<file path="src/rtl/sw_pkg.sv">
// Shared definitions for the switch debounce reader: channel count, FSM encoding,
// and the helper that sizes the shared counters.
package sw_pkg;

    localparam int NUM_SW = 2;

    typedef enum logic [1:0] {
        REL     = 2'd0,
        REL_CHK = 2'd1,
        PRS     = 2'd2,
        PRS_CHK = 2'd3
    } sw_state_e;

    function automatic int sw_max(input int a, input int b);
        return (a > b) ? a : b;
    endfunction

endpackage

</file>
<file path="src/rtl/debounce_chan.sv">
// One switch channel: 2-FF synchroniser, debounce FSM, registered level/press/release.
// Long-press hold counter is built only when SWITCH_LONGPRESS_EN is defined.
module debounce_chan
    import sw_pkg::*;
#(
    parameter int DEBOUNCE_CYCLES  = 120000,
    parameter int LONGPRESS_CYCLES = 12000000
) (
    input  logic clk,
    input  logic rstn,
    input  logic sw_raw_i,
    output logic level_o,
    output logic press_o,
    output logic release_o,
    output logic long_o
);

    localparam int CNT_W = $clog2(sw_max(DEBOUNCE_CYCLES, LONGPRESS_CYCLES) + 1);
    localparam logic [CNT_W-1:0] DB_LAST = CNT_W'(DEBOUNCE_CYCLES - 1);

    logic             sync1_q, sync2_q;
    sw_state_e        state_q, state_d;
    logic [CNT_W-1:0] cnt_q, cnt_d;
    logic             level_q, level_d;
    logic             press_q, press_d;
    logic             release_q, release_d;

    always_ff @(posedge clk or negedge rstn) begin
        if (!rstn) begin
            sync1_q   <= 1'b0;
            sync2_q   <= 1'b0;
            state_q   <= REL;
            cnt_q     <= '0;
            level_q   <= 1'b0;
            press_q   <= 1'b0;
            release_q <= 1'b0;
        end else begin
            sync1_q   <= sw_raw_i;
            sync2_q   <= sync1_q;
            state_q   <= state_d;
            cnt_q     <= cnt_d;
            level_q   <= level_d;
            press_q   <= press_d;
            release_q <= release_d;
        end
    end

    // The counter restarts from zero on every state change, so a bounce restarts the window.
    always_comb begin
        state_d   = state_q;
        cnt_d     = cnt_q;
        level_d   = level_q;
        press_d   = 1'b0;
        release_d = 1'b0;
        case (state_q)
            REL: begin
                if (sync2_q) begin
                    state_d = REL_CHK;
                    cnt_d   = '0;
                end
            end
            REL_CHK: begin
                if (!sync2_q) begin
                    state_d = REL;
                    cnt_d   = '0;
                end else if (cnt_q == DB_LAST) begin
                    state_d = PRS;
                    cnt_d   = '0;
                    level_d = 1'b1;
                    press_d = 1'b1;
                end else begin
                    cnt_d = cnt_q + 1'b1;
                end
            end
            PRS: begin
                if (!sync2_q) begin
                    state_d = PRS_CHK;
                    cnt_d   = '0;
                end
            end
            PRS_CHK: begin
                if (sync2_q) begin
                    state_d = PRS;
                    cnt_d   = '0;
                end else if (cnt_q == DB_LAST) begin
                    state_d   = REL;
                    cnt_d     = '0;
                    level_d   = 1'b0;
                    release_d = 1'b1;
                end else begin
                    cnt_d = cnt_q + 1'b1;
                end
            end
            default: begin
                state_d = REL;
                cnt_d   = '0;
            end
        endcase
    end

    assign level_o   = level_q;
    assign press_o   = press_q;
    assign release_o = release_q;

`ifdef SWITCH_LONGPRESS_EN
    localparam logic [CNT_W-1:0] LP_LAST = CNT_W'(LONGPRESS_CYCLES - 1);
    localparam logic [CNT_W-1:0] LP_DONE = CNT_W'(LONGPRESS_CYCLES);

    logic [CNT_W-1:0] hold_q, hold_d;
    logic             long_q, long_d;

    always_ff @(posedge clk or negedge rstn) begin
        if (!rstn) begin
            hold_q <= '0;
            long_q <= 1'b0;
        end else begin
            hold_q <= hold_d;
            long_q <= long_d;
        end
    end

    // Counts only while stably pressed; parking at LP_DONE guarantees one pulse per press.
    always_comb begin
        hold_d = hold_q;
        long_d = 1'b0;
        if (state_q == PRS) begin
            if (hold_q == LP_LAST) begin
                hold_d = LP_DONE;
                long_d = 1'b1;
            end else if (hold_q < LP_LAST) begin
                hold_d = hold_q + 1'b1;
            end
        end else if (state_d == REL) begin
            hold_d = '0;
        end
    end

    assign long_o = long_q;
`else
    assign long_o = 1'b0;
`endif

endmodule

</file>
<file path="src/rtl/switch_debounce_reader.sv">
// Board switch front end: one debounce_chan per switch, outputs concatenated
// (bit0 = SW1, bit1 = SW2). Long-press pulses need SWITCH_LONGPRESS_EN.
module switch_debounce_reader
    import sw_pkg::*;
#(
    parameter int DEBOUNCE_CYCLES  = 120000,
    parameter int LONGPRESS_CYCLES = 12000000
) (
    input  logic              clk,
    input  logic              rstn,
    input  logic              SW1,
    input  logic              SW2,
    output logic [NUM_SW-1:0] sw_level,
    output logic [NUM_SW-1:0] sw_press,
    output logic [NUM_SW-1:0] sw_release,
    output logic [NUM_SW-1:0] sw_long
);

    logic [NUM_SW-1:0] sw_raw;
    assign sw_raw = {SW2, SW1};

    for (genvar g = 0; g < NUM_SW; g++) begin : g_chan
        debounce_chan #(
            .DEBOUNCE_CYCLES (DEBOUNCE_CYCLES),
            .LONGPRESS_CYCLES(LONGPRESS_CYCLES)
        ) u_chan (
            .clk      (clk),
            .rstn     (rstn),
            .sw_raw_i (sw_raw[g]),
            .level_o  (sw_level[g]),
            .press_o  (sw_press[g]),
            .release_o(sw_release[g]),
            .long_o   (sw_long[g])
        );
    end

endmodule
</file>
<file path="config.mk">
export PLATFORM = sky130hd
export DESIGN_NAME = switch_debounce_reader
export DESIGN_NICKNAME = d
export VERILOG_FILES = /design/src/rtl/sw_pkg.sv /design/src/rtl/debounce_chan.sv /design/src/rtl/switch_debounce_reader.sv
export SDC_FILE = /design/constraint.sdc
export NUM_CORES = 1
export LEC_CHECK = 0
export ABC_AREA = 0
export BUFFER_PORTS_ARGS = -buffer_cell sky130_fd_sc_hd__buf_4
export CORE_ASPECT_RATIO = 2
export CORE_MARGIN = 8
export CORE_UTILIZATION = 60
export CTS_BUF_LIST = sky130_fd_sc_hd__clkbuf_4
export CTS_CLUSTER_DIAMETER = 80
export CTS_CLUSTER_SIZE = 12
export DETAILED_ROUTE_END_ITERATION = 10
export PLACE_DENSITY = 0.85
export RECOVER_POWER = 100
export SLEW_MARGIN = 20
export SYNTH_ARGS = -nofsm -noshare
export SYNTH_HDL_FRONTEND = slang
export SYNTH_HIERARCHICAL = 1
export SYNTH_SLANG_ARGS = --single-unit
</file>
<file path="constraint.sdc">
create_clock -name clk -period 5.5 [get_ports clk]
set_input_delay 1.1 -clock clk [delete_from_list [all_inputs] [get_ports clk]]
set_output_delay 1.1 -clock clk [all_outputs]
set_load 0.01 [all_outputs]
</file>
After elaboration in Yosys (flattened, before gate mapping) --
Cells that the tools add are included.
Word-level totals: register bits 62, input port bits 4, word-level logic and storage cells 96
Operators by class: $add $sub $neg 2, equal/unequal tests 24, muxes and demuxes 46, reduce and logical (&&, ||, !) cells 10
Operators by type and width (number):
- $mux W24 | 10
- $pmux W24 S4 | 2
- $add A24 B1 Y24 const B | 2
- $eq A24 B17 Y1 const B | 2
- $mux W2 | 12
- $mux W1 | 18
- $ne A2 B1 Y1 const B | 8
- $pmux W2 S4 | 2
- $reduce_and A5 Y1 | 2
- $eq A2 B2 Y1 const B | 4
- $ne A2 B2 Y1 const B | 4
- $reduce_and A4 Y1 | 2
- $ne A3 B1 Y1 const B | 2
- $ne A3 B3 Y1 const B | 2
- $eq A2 B1 Y1 const B | 2
- $logic_not A2 Y1 | 2
- $pmux W1 S2 | 2
- $reduce_and A2 Y1 | 2
- $reduce_bool A2 Y1 | 2

Longest topological paths before layout --
word-level depth 4, mapped depth 7

Cells and area by module --
The synthesis kept the hierarchy.
By module, submodules not included:
- debounce_chan at g_chan[1].u_chan | times used 1, cells each 174, area each 1645.3 µm²
- debounce_chan at g_chan[0].u_chan | times used 1, cells each 180, area each 1642.8 µm²

Worst setup path before layout --
No wires, ideal clock.
path type reg2reg, from register g_chan[0].u_chan.cnt_q[11], to register g_chan[0].u_chan.cnt_q[23], arrival 1.788 ns, slack 3.588 ns, stages on the path, launching flop included 7, clock period less this slack 1.912 ns, cell sequence dfrtp_1 -> or4b_4 -> nor4_4 -> a21o_1 -> buf_4 -> nor3_1 -> a211o_1
On the way: word-level cells in the longest chain between the ends 4
Ends and longest elaborated chain:
- from (decl) | line debounce_chan.sv:23 | logic [CNT_W-1:0] cnt_q, cnt_d;
- from (signal assigned) | line debounce_chan.sv:41 | cnt_q <= cnt_d;
- $add A24 B1 Y24 / $eq A24 B17 Y1 (equally long branches)
- $mux W24 * | line debounce_chan.sv:66, debounce_chan.sv:85
- $mux W24, on equally long branches | line debounce_chan.sv:82, debounce_chan.sv:63
- $pmux W24 S4 * | line debounce_chan.sv:55 | case (state_q)
Every way passes the cells marked *; elsewhere a longest branch is shown, timed or not. A chain may end at the register's enable or synchronous reset.

Final worst setup path --
from register g_chan[1].u_chan.cnt_q[21], to register g_chan[1].u_chan.cnt_q[19]
On the way: word-level cells in the longest chain between the ends 4
Ends and longest elaborated chain (line):
- from (decl) | debounce_chan.sv:23
- from (signal assigned) | debounce_chan.sv:41
- $eq A24 B17 Y1 * | debounce_chan.sv:66, debounce_chan.sv:85
- $mux W24 * | debounce_chan.sv:66, debounce_chan.sv:85
- $mux W24, on equally long branches | debounce_chan.sv:82, debounce_chan.sv:63
- $pmux W24 S4 * | debounce_chan.sv:55
Marks and branches as above.

==> results.cfg <==
[status]
status = finished, final reports clean

[yosys]
post_synthesis_async_set_or_reset_flop_share_pct = 100
netlist_top_cells_count = sky130_fd_sc_hd__dfrtp_1, sky130_fd_sc_hd__nand2_1, sky130_fd_sc_hd__a31oi_1
number_of_flops_mapped_to_enable_cells_by_yosys = 0
yosys_most_used_dff = sky130_fd_sc_hd__dfrtp_1
synth.yosys.seq_area_share_pct = 47.2
postSynthRegisterBits = 62
synth.cell_area_um2 = 3290
synthesis.yosys.warnings = 6
yosys.area.top_type_share_pct = 47.2
most_frequent_cell_after_synthesis = sky130_fd_sc_hd__dfrtp_1
post_synth_main_area_contributors = sky130_fd_sc_hd__dfrtp_1, sky130_fd_sc_hd__a31oi_1, sky130_fd_sc_hd__a21oi_1
synth_largest_area_cell = sky130_fd_sc_hd__dfrtp_1
synthesis.area_per_instance_um2 = 9.29
ys_types = 49
syn_inst = 354
synthesis.nets = 360

[worst_hold_path]
hp-class = reg -> reg
hold_path_depth = 0

[timing]
worst_pin_slew_ps = 1440
final.hold.worst_slack_ps = 356
setup_tns_ps = 0
maxClockFrequency_mhz = 333
maxSlewViolCount = 0
slew-limit-headroom_pct = 4.32
setup_repair_after_global_routing_missed_its_margin = false
hold_violations = 0
skew_ps = 23.2
report.final.setup_viol = 0
layout_setup_ws_ps = 2500
min_period_ps = 3000
timing.final.crit_share_pct = 54.6

[cts]
tritoncts = built
cts_num_sinks = 62
cts.reportedPaths.clkPinSlew_ps = 120
clock_path_buffers = 2
number_of_buffers_inserted_during_clock_tree_synthesis = 9
worst_skew_pair.late_latency_ps = 420
clock_tree.root_cell = sky130_fd_sc_hd__clkbuf_4
ctsHoldBuffers = 0
postCtsResizedCells = 0
postCtsSetupRepairBufs = 0
ctsHtreeMaxLevel = 3

[cells_and_area]
layoutNonFillerInstCount = 427
nets = 368
layout-drive-gt1-share_pct = 7.36
fillerInstances = 457
flow.area_growth_from_synthesis_pct = 3.50
antenna_cells = 0

[placement]
numPlacedInstances = 411
io_buffer_count = 9
hpwl_mm = 5.02
preCtsSetupSlack_ps = 3330
globalplace.congestion = 0.919

[routing]
finalWirelength_mm = 7.17
final_antenna_net_count = 0
routedWlPerCell_um = 16.8
detailroute.via_count = 2775
drt_iter0_markers = 194
dr.pass1.iters = 5
post-route-drc-count = 0
vias_per_cell = 6.50

[power_and_ir_drop]
static-leakage-power_nw = 1.44
power-per-cell-area_nw_per_um2 = 259
post-layout-total-power_mw = 0.880
ir_worst_vdd_mv = 0.210

[worst_setup_path]
crit_fanout = 36
worstSetupStartpointType = register
cp.arrival_ps = 3300
setup.worst_path.class = reg -> reg
cp-end-kind = register
cp_data_required_time_ps = 5800
worstRegToRegCells = 6

[floorplanning]
design.core.area_um2 = 5370
die-area_um2 = 8250
initial_utilization_pct = 61.2
die_boundary_width_um = 68.3
io-pin-count = 12
die-height_um = 121
std_cell_rows = 38

[run]
cap_viol_max_count = 0

[global_routing]
pin_count_of_the_biggest_net_entering_global_routing = 63
grt_use_total_pct = 19.4
grt.overflow.total = 0
wire_length_of_the_first_global_routing_pass_mm = 12.4
grt_pass1_vias = 2776
number_of_antenna_violations_at_the_first_check_in_global_routing = 0
-- worst max-delay path, cell delays in order (launching register included) --
cell and delay (ps):
sky130_fd_sc_hd__dfrtp_1 430, sky130_fd_sc_hd__or4b_1 560, sky130_fd_sc_hd__nor4_1 590, sky130_fd_sc_hd__a21oi_2 120
sky130_fd_sc_hd__clkbuf_1 590, sky130_fd_sc_hd__a21o_1 350, sky130_fd_sc_hd__a22o_1 220
-- path summary, 6_finish.rpt --
kind / start / to / slack (ps)
max reg2reg: g_chan[1].u_chan/cnt_q[21]$_DFFE_PN0P_ / g_chan[1].u_chan/cnt_q[19]$_DFFE_PN0P_ / 2500
min reg2reg: g_chan[1].u_chan/sync1_q$_DFF_PN0_ / g_chan[1].u_chan/sync2_q$_DFF_PN0_ / 360
max: g_chan[1].u_chan/cnt_q[21]$_DFFE_PN0P_ / g_chan[1].u_chan/cnt_q[19]$_DFFE_PN0P_ / 2500
min in group asynchronous: rstn / g_chan[0].u_chan/cnt_q[12]$_DFFE_PN0P_ / 750
min: g_chan[1].u_chan/sync1_q$_DFF_PN0_ / g_chan[1].u_chan/sync2_q$_DFF_PN0_ / 360
max in group asynchronous: rstn / g_chan[1].u_chan/sync2_q$_DFF_PN0_ / 4200
-- layout make-up --
type                            instances  area (um^2)  share of cell area (%)
Clock inverter                          7         41.3                    1.21
Multi-Input combinational cell        262         1560                    45.7
Tap cell                               60         75.1                    2.21
Clock buffer                            9         67.6                    1.99
Timing Repair Buffer                   11         52.6                    1.54
Inverter                               16         60.1                    1.76
Sequential cell                        62         1550                    45.6
-- through the flow --
stage	utilization, %	area, um^2
final	63.3	3400
after detailed placement	62.6	3360
after floorplan	-	3290
after global routing	63.3	3400
after global placement	62.6	3360
after CTS	64.6	3470
-- cell usage in the layout (no fill, tap or decap), types with 5 or more instances in the layout --
cell / n
sky130_fd_sc_hd__and3_1: 11
sky130_fd_sc_hd__clkbuf_1: 8
sky130_fd_sc_hd__a21o_1: 9
sky130_fd_sc_hd__nand3_1: 28
sky130_fd_sc_hd__inv_1: 16
sky130_fd_sc_hd__or3_1: 5
sky130_fd_sc_hd__nand4_1: 12
sky130_fd_sc_hd__dfrtp_1: 62
sky130_fd_sc_hd__nor3_1: 10
sky130_fd_sc_hd__a31oi_1: 30
sky130_fd_sc_hd__clkbuf_4: 11
sky130_fd_sc_hd__nor2_1: 16
sky130_fd_sc_hd__nand2b_1: 7
sky130_fd_sc_hd__nand2_1: 31
sky130_fd_sc_hd__a21oi_1: 28
sky130_fd_sc_hd__o21ai_0: 14
-- report_power, final --
part / total [mW] / switching (mW) / leakage [nW] / internal [mW]
logic: 0.127 / 0.0899 / 0.521 / 0.0372
registers: 0.495 / 0.0227 / 0.849 / 0.472
clock network: 0.258 / 0.169 / 0.0669 / 0.0895
-- kinds of logic (layout without fill, tap and decap cells) --
logic type      Yosys count  after routing  share of synthesized area (%)
simple gates            147            147                           25.6
compound gates          106            106                           20.3
flops                    62             62                           47.2
buf+inv                  30             43                           4.45
mux                       3              3                          0.913
fa+ha+maj                 2              2                          0.761
other cells               2              2                          0.228
xor+xnor                  2              2                          0.533
-- sequential cells by signal (all words and copies together) (netlist names), named ones only --
register                 count
g_chan.u_chan/sync1_q        2
g_chan.u_chan/release_o      2
g_chan.u_chan/state_q        2
g_chan.u_chan/level_o        2
g_chan.u_chan/sync2_q        2
g_chan.u_chan/cnt_q         48
g_chan.u_chan/press_o        2
-- layer usage --
layer | part of all wire [%] | routed length (um) | GRT usage (%) | up-vias
met3 | 3.1 | 221 | 4.54 | 19
met1 | 38 | 2750 | 20.9 | 1343
met4 | 3.6 | 255 | 13.4 | 0
li1 | - | - | - | 1342
met5 | 0 | 0 | 0 | -
met2 | 55 | 3940 | 31.8 | 71
(Power assumes the default switching activity.)
